==> src/rtl/ibpl_seq_pkg.sv <==
// ibpl_seq_pkg: shared state type and direction encoding for the
// interbackplane direction sequencer.
package ibpl_seq_pkg;

  typedef enum logic [2:0] {
    IDLE   = 3'd0,
    BREAK  = 3'd1,
    SETTLE = 3'd2,
    MAKE   = 3'd3,
    FAULT  = 3'd4
  } seq_state_t;

  localparam logic DIR_IN  = 1'b0;
  localparam logic DIR_OUT = 1'b1;

endpackage

==> src/rtl/ibpl_settle_timer.sv <==
// ibpl_settle_timer: loadable down-counter that times the break-before-make
// settle window; zero is high once the loaded count has run out.
module ibpl_settle_timer #(
  parameter int SETTLE_CYC = 16
) (
  input  logic clk,
  input  logic rst,
  input  logic load,
  input  logic en,
  output logic zero
);

  localparam int W = $clog2(SETTLE_CYC + 1);

  logic [W-1:0] cnt;

  always_ff @(posedge clk) begin
    if (rst) begin
      cnt <= '0;
    end else if (load) begin
      cnt <= W'(SETTLE_CYC - 1);
    end else if (en && (cnt != '0)) begin
      cnt <= cnt - W'(1);
    end
  end

  assign zero = (cnt == '0);

endmodule

==> src/rtl/ibpl_dir_sequencer.sv <==
// ibpl_dir_sequencer: break-before-make owner of the cardlet enable vectors.
// Optional plugin_error watchdog is built with IBPL_SEQ_WATCHDOG_EN.
module ibpl_dir_sequencer
  import ibpl_seq_pkg::*;
#(
  parameter int N_CH       = 6,
  parameter int SETTLE_CYC = 16,
  parameter int ERR_CYC    = 8
) (
  input  logic            clk,
  input  logic            rst,
  input  logic            cfg_valid,
  output logic            cfg_ready,
  input  logic [N_CH-1:0] cfg_dir,
  input  logic [N_CH-1:0] cfg_en,
  input  logic            plugin_error,
  output logic [N_CH-1:0] input_enable,
  output logic [N_CH-1:0] output_enable,
  output logic            busy,
  output logic            done,
  output logic            fault
);

  seq_state_t state;

  logic [N_CH-1:0] tgt_in;
  logic [N_CH-1:0] tgt_out;
  logic [N_CH-1:0] chg;
  logic [N_CH-1:0] nxt_in;
  logic [N_CH-1:0] nxt_out;
  logic [N_CH-1:0] nxt_chg;
  logic            accept;
  logic            trip;
  logic            settle_zero;

  always_comb begin
    nxt_in  = '0;
    nxt_out = '0;
    for (int c = 0; c < N_CH; c++) begin
      nxt_in[c]  = cfg_en[c] && (cfg_dir[c] == DIR_IN);
      nxt_out[c] = cfg_en[c] && (cfg_dir[c] == DIR_OUT);
    end
  end

  assign nxt_chg = (nxt_in ^ input_enable)
                 | (nxt_out ^ output_enable);

  assign busy      = (state != IDLE);
  assign cfg_ready = (state == IDLE) && !trip;
  assign accept    = cfg_valid && cfg_ready;

  ibpl_settle_timer #(
    .SETTLE_CYC(SETTLE_CYC)
  ) u_timer (
    .clk (clk),
    .rst (rst),
    .load(state == BREAK),
    .en  (state == SETTLE),
    .zero(settle_zero)
  );

  always_ff @(posedge clk) begin
    if (rst) begin
      state         <= IDLE;
      tgt_in        <= '0;
      tgt_out       <= '0;
      chg           <= '0;
      input_enable  <= '0;
      output_enable <= '0;
      done          <= 1'b0;
    end else begin
      done <= 1'b0;
      unique case (state)
        IDLE: begin
`ifdef IBPL_SEQ_WATCHDOG_EN
          if (trip) begin
            input_enable  <= '0;
            output_enable <= '0;
            state         <= FAULT;
          end else
`endif
          if (accept) begin
            tgt_in  <= nxt_in;
            tgt_out <= nxt_out;
            chg     <= nxt_chg;
            if (nxt_chg != '0) begin
              state <= BREAK;
            end else begin
              done <= 1'b1;
            end
          end
        end
        BREAK: begin
          input_enable  <= input_enable & ~chg;
          output_enable <= output_enable & ~chg;
          state         <= SETTLE;
        end
        SETTLE: begin
          if (settle_zero) begin
            state <= MAKE;
          end
        end
        MAKE: begin
          // Untouched channels keep their live value; changed ones take target.
          input_enable  <= (input_enable & ~chg) | (tgt_in & chg);
          output_enable <= (output_enable & ~chg) | (tgt_out & chg);
          done          <= 1'b1;
          state         <= IDLE;
        end
`ifdef IBPL_SEQ_WATCHDOG_EN
        FAULT: begin
          state <= FAULT;
        end
`endif
        default: begin
          state <= IDLE;
        end
      endcase
    end
  end

`ifdef IBPL_SEQ_WATCHDOG_EN

  localparam int EW = $clog2(ERR_CYC + 1);

  logic [EW-1:0] err_cnt;

  always_ff @(posedge clk) begin
    if (rst) begin
      err_cnt <= '0;
    end else if ((state != IDLE) || !plugin_error) begin
      err_cnt <= '0;
    end else if (!trip) begin
      err_cnt <= err_cnt + EW'(1);
    end
  end

  assign trip = (state == IDLE) && (err_cnt == EW'(ERR_CYC));

  always_ff @(posedge clk) begin
    if (rst) begin
      fault <= 1'b0;
    end else if (trip) begin
      fault <= 1'b1;
    end
  end

`else

  localparam int err_cyc_unused = ERR_CYC;

  logic err_unused;

  assign err_unused = plugin_error;
  assign trip       = 1'b0;
  assign fault      = 1'b0;

`endif

endmodule

==> config.mk <==
export PLATFORM = sky130hd
export DESIGN_NAME = ibpl_dir_sequencer
export DESIGN_NICKNAME = d
export VERILOG_FILES = /design/src/rtl/ibpl_seq_pkg.sv /design/src/rtl/ibpl_settle_timer.sv /design/src/rtl/ibpl_dir_sequencer.sv
export SDC_FILE = /design/constraint.sdc
export NUM_CORES = 1
export LEC_CHECK = 0
export ABC_AREA = 1
export CORE_MARGIN = 5
export CORE_UTILIZATION = 45
export CTS_BUF_LIST = sky130_fd_sc_hd__clkbuf_4 sky130_fd_sc_hd__clkbuf_8
export CTS_CLUSTER_DIAMETER = 60
export DETAILED_ROUTE_END_ITERATION = 12
export PLACE_DENSITY_LB_ADDON = 0.12
export SYNTH_ARGS = -nofsm -noshare
export SYNTH_HDL_FRONTEND = slang
export SYNTH_SLANG_ARGS = --single-unit
==> constraint.sdc <==
create_clock -name clk -period 2.09 [get_ports clk]
set_clock_uncertainty 0.2 [all_clocks]
set_input_delay 0.5225 -clock clk [delete_from_list [all_inputs] [get_ports clk]]
set_output_delay 0.5225 -clock clk [all_outputs]
set_load 0.03 [all_outputs]
Word-level counts from Yosys, hierarchy flattened
Cells that the tools add are included.
Widths: inputs -> output; s select.
{ "word_totals": {"reg_bits": 39, "in_bits": 16, "out_inout_bits": 16, "word_cells": 67} }
{ "classes": {"add_sub_neg": 1, "n_eq_ne": 6, "mux": 11, "bitwise_logic": 16, "n_reduce_logical": 24} }
{ "ops": {"columns": ["op", "n"], "rows": [
  ["$and 6x6->6", 4],
  ["$pmux 6 s2", 2],
  ["$or 6x6->6", 3],
  ["$logic_and 1x1->1", 14],
  ["$xor 6x6->6", 2],
  ["$mux 3", 3],
  ["$pmux 3 s3", 1],
  ["$mux 4", 2],
  ["$eq 3x2->1 const B", 2],
  ["$not 1->1", 6],
  ["$not 6->6", 1],
  ["$reduce_bool 6->1", 1],
  ["$logic_not 5->1", 1],
  ["$reduce_bool 5->1", 1],
  ["$sub 5x1->5 const B", 1],
  ["$ne 2x1->1 const B", 2],
  ["$reduce_bool 2->1", 2],
  ["$eq 3x1->1 const B", 1],
  ["$logic_not 3->1", 1],
  ["$reduce_and 3->1", 1],
  ["$reduce_bool 3->1", 1],
  ["$mux 1", 2],
  ["$ne 2x2->1 const B", 1],
  ["$pmux 1 s2", 1],
  ["2 further kinds", 2]
]} }

Longest topological paths before layout
{ "logic_depth": {"ltp_word": 8, "depth_mapped": 11} }

By module
Synthesis repeated with hierarchy kept, for this count alone.
{ "hier_totals": {"hier_cells": 271, "area_unflattened_um2": 1910.6} }
{ "by_module_without_submodules": {"columns": ["mod", "instances", "cells_each", "area_per_inst_um2", "seq_area_each_um2"], "rows": [
  ["ibpl_dir_sequencer", 1, 221, 1552.7, 660.6],
  ["ibpl_settle_timer", 1, 50, 357.8, 100.1]
]} }

Least setup slack after synthesis
No wires, ideal clock.
{ "synth_timing": {"path_type": "reg-to-reg", "start": "reg state[0]", "end": "reg state[0]", "setup_time_ns": 0.109, "arrival_ns": 1.645, "required_time_ns": 1.781, "slack_ns": 0.136, "path_stages_with_launch": 9, "synth_period_minus_slack_ns": 1.954, "path_cell_list": "dfxtp_1 -> inv_1 -> ha_1 -> inv_1 -> or2_2 -> nand3_2 -> nand2_1 -> clkinv_1 -> nor2_2"} }
{ "synth_via": {"elab_chain_cells": 4, "word_cells_on_any_way": 9, "cone_classes": "eq/ne (5); mux (1); reduce/logical (3)"} }
{ "synth_lines": {"columns": ["item", "line_no", "rtl"], "rows": [
  ["from (decl)", "ibpl_dir_sequencer.sv:24", "seq_state_t state;"],
  ["from (signal assigned)", "ibpl_dir_sequencer.sv:64", "state <= IDLE;"],
  ["from (signal assigned)", "ibpl_dir_sequencer.sv:87", "state <= BREAK;"],
  ["from (signal assigned)", "ibpl_dir_sequencer.sv:96", "state <= SETTLE;"],
  ["$logic_not 3->1 (*)", "ibpl_dir_sequencer.sv:49", "assign cfg_ready = (state == IDLE) && !trip;"],
  ["named net cfg_ready", "ibpl_dir_sequencer.sv:13", "output logic cfg_ready,"],
  ["$logic_and 1x1->1", "ibpl_dir_sequencer.sv:50", "assign accept = cfg_valid && cfg_ready;"],
  ["$ne 2x1->1 (no source line)", null, null],
  ["$reduce_and 3->1 (no source line)", null, null]
]} }
The timed path passes the listed nets; every way through them passes the cells marked *.
A chain may end at the register's enable or synchronous reset.

Worst setup path after layout
{ "layout_timing": {"start": "reg done", "end": "out done"} }
{ "layout_rtl": {"columns": ["item", "line_no", "rtl"], "rows": [
  ["from (decl)", "ibpl_dir_sequencer.sv:20", "output logic done,"],
  ["from (signal assigned)", "ibpl_dir_sequencer.sv:70", "done <= 1'b0;"],
  ["from (signal assigned)", "ibpl_dir_sequencer.sv:72", "done <= 1'b0;"],
  ["from (signal assigned)", "ibpl_dir_sequencer.sv:89", "done <= 1'b1;"]
]} }
No word-level cell between the ends.

==> results.sh <==
export IMPL_routed_wl_um=4042
export IMPL_cp_buffers_inverters=1
export IMPL_die_area_um2=5597
export IMPL_peakVddDrop_mv=0.5974
export IMPL_first_pass_iters=4
export IMPL_grt_pass1_wl_um=6693
export IMPL_fin_util=0.6081
export IMPL_postSynthNetCount=278
export IMPL_area_delta_synth_final_pct=29.58
export IMPL_cts_root_buf="clkbuf_8"
export IMPL_clockBufferDepth=2
export IMPL_hold_class="register to register"
export IMPL_clk_pin_slew_ns=0.07
export IMPL_fp_coreArea_um2=4029
export IMPL_synth_xor_area_frac=0.01324
export IMPL_fin_ws_ns=0.1115
export IMPL_cts_max_level=2
export IMPL_io_buffers=29
export IMPL_r2r_cells=8
export IMPL_p_leak_nw=1.243
export IMPL_cts_sinks=38
export IMPL_cp_top_family="buffers and inverters"
export IMPL_gp_congestion=0.7133
export IMPL_numCtsBuffers=5
export IMPL_tns_ns=0
export IMPL_grt_overflow_total=0
export IMPL_dp_cells=344
export IMPL_top_layer="met4"
export IMPL_post_synth_top_area_fraction=0.4024
export IMPL_async_flop_share=0
export IMPL_outcome="finished clean"
export IMPL_yosysSeqAreaShare=0.4024
export IMPL_cap_viol_max_count=0
export IMPL_hold_depth=2
export IMPL_synth_top_cells_by_area="dfxtp_1 (40%), a21oi_1 (9.3%), o21ai_0 (9.3%)"
export IMPL_synth_compound_area_frac=0.1992
export IMPL_synthesis_area_um2=1891
export IMPL_ant_nets=0
export IMPL_finalNetCount=323
export IMPL_drcViolationCount=0
export IMPL_rows=23
export IMPL_hold_viol_final=0
export IMPL_synth_cells=256
export IMPL_synth_top_family_by_area="simple AND/OR/NAND/NOR gates"
export IMPL_arrival_ns=1.26
export IMPL_grt_max_degree=24
export IMPL_die_h_um=74.82
export IMPL_num_vias=1737
export IMPL_fillers=385
export IMPL_grtUsageTotal=0.1587
export IMPL_post_route_period_util=0.9466
export IMPL_synth_most_common_cell="inv_1"
export IMPL_endpoint_kind="output port"
export IMPL_ios=32
export IMPL_yosysWarnings=0
export IMPL_cp_start_kind="register"
export IMPL_fin_hold_ws_ns=0.2752
export IMPL_yosys_top_cells_count="inv_1 (40), dfxtp_1 (38), a21oi_1 (35), o21ai_0 (35), nand2_1 (34)"
export IMPL_crit_required_ns=1.37
export IMPL_wl_per_cell_um=11.48
export IMPL_p_per_area_nw_per_um2=992.9
export IMPL_clkLatencyLatePin_ns=0.29
export IMPL_final_cells=352
export IMPL_ys_seq_elements=38
export IMPL_path_cells="clkdlybuf4s50_1"
export IMPL_synth_top_area_cell="dfxtp_1"
export IMPL_post_place_ws_ns=-0.05760
export IMPL_path_max_fanout=1
export IMPL_max_stage_delay_ns=0.66
export IMPL_cts_tree="yes"
export IMPL_slowest_stage="clkdlybuf4s50_1"
export IMPL_criticalPathCategory="register to output port"
export IMPL_avgSynthCellArea_um2=7.385
export IMPL_die_width_um=74.82
export IMPL_multi_input_area_um2=923.4
export IMPL_synth_ff_type="dfxtp_1"
export IMPL_cts_setup_buffers=0
export IMPL_drt_iter0_drc=86
export IMPL_min_period_ns=1.978
export IMPL_vias_per_cell=4.935
export IMPL_seqCellArea_um2=760.7
export IMPL_start_util=0.4693
export IMPL_grt_pass1_vias=1532
export IMPL_setup_viol=0
export IMPL_synthMuxAreaShare=0
export IMPL_antenna_cells=0
export IMPL_antenna_found_initial=0
export IMPL_critical_path_depth=1
export IMPL_wl_met1_um=1980
export IMPL_ys_types=28
export IMPL_wl_met2_um=1734
export IMPL_hpwlAfterDp_um=2858
export IMPL_synth_edf_count=0
export IMPL_finalMaxSlewViolations=0
export IMPL_drive_gt1_frac=0.1589
export IMPL_wl_met3_um=254
export IMPL_fmax_ghz=0.5054
export IMPL_rsz0062_at_grt="no"
export IMPL_synth_fa_ha_area_frac=0.03971
export IMPL_synth_simple_area_share=0.2330
path summary, 6_finish.rpt:
kind / start / to / slack [ns]
min reg2reg: tgt_out[1]$_SDFFE_PP0P_ / register / 0.28
max: done$_SDFF_PP0_ / done / 0.11
max reg2reg: state[1]$_SDFFE_PP0P_ / state[1]$_SDFFE_PP0P_ / 0.49
min: tgt_out[1]$_SDFFE_PP0P_ / register / 0.28
per-stage QoR:
step | cell area [µm²] | total power [mW]
CTS | 2422 | 2.443
floorplan | 1891 | 1.633
global placement | 2330 | 1.896
global route | 2450 | 2.634
finish | 2450 | 2.432
detailed placement | 2330 | 1.910
layer usage:
metal | global-route usage | up-vias
li1 | - | 927
met1 | 0.2120 | 760
met2 | 0.2410 | 43
met3 | 0.03738 | 7
met4 | 0.07708 | 0
met5 | 0 | -
layout by cell type (no fill, tap or decap), types with 10 or more instances in the layout:
master | synthesis | layout
buf_4 | 3 | 21
inv_1 | 40 | 40
o21ai_0 | 35 | 35
nand3_1 | 22 | 22
nand2_1 | 34 | 34
dfxtp_1 | 38 | 38
a21oi_1 | 35 | 35
dlymetal6s2s_1 | 0 | 10
clkdlybuf4s50_1 | 0 | 15
where the power goes:
part | internal [mW] | switching [mW]
combinational | 0.352 | 0.554
sequential | 0.890 | 0.104
clock | 0.279 | 0.254
total | 1.52 | 0.911
layout make-up:
cell class                      count  share of cell area
Multi-Input combinational cell    166              0.3769
Sequential cell                    38              0.3105
Timing Repair Buffer               48              0.1839
Inverter                           42             0.06435
Clock buffer                        7             0.03677
Tap cell                           50             0.02554
Clock inverter                      1            0.002043
cell families after synthesis:
group,Yosys count
compound gates,73
xor+xnor,2
fa+ha+maj,6
buf+inv,52
flops,38
other cells,1
simple gates,84
timing repair:
action | 4_1_cts | 5_1_grt
endpoints found under the setup margin | 2 | 11
hold endpoints to repair | 0 | 0
gates cloned | 0 | 0
gates resized for setup | 2 | 11
hold buffers | 0 | 0
Power figures use the tool's default switching activity.
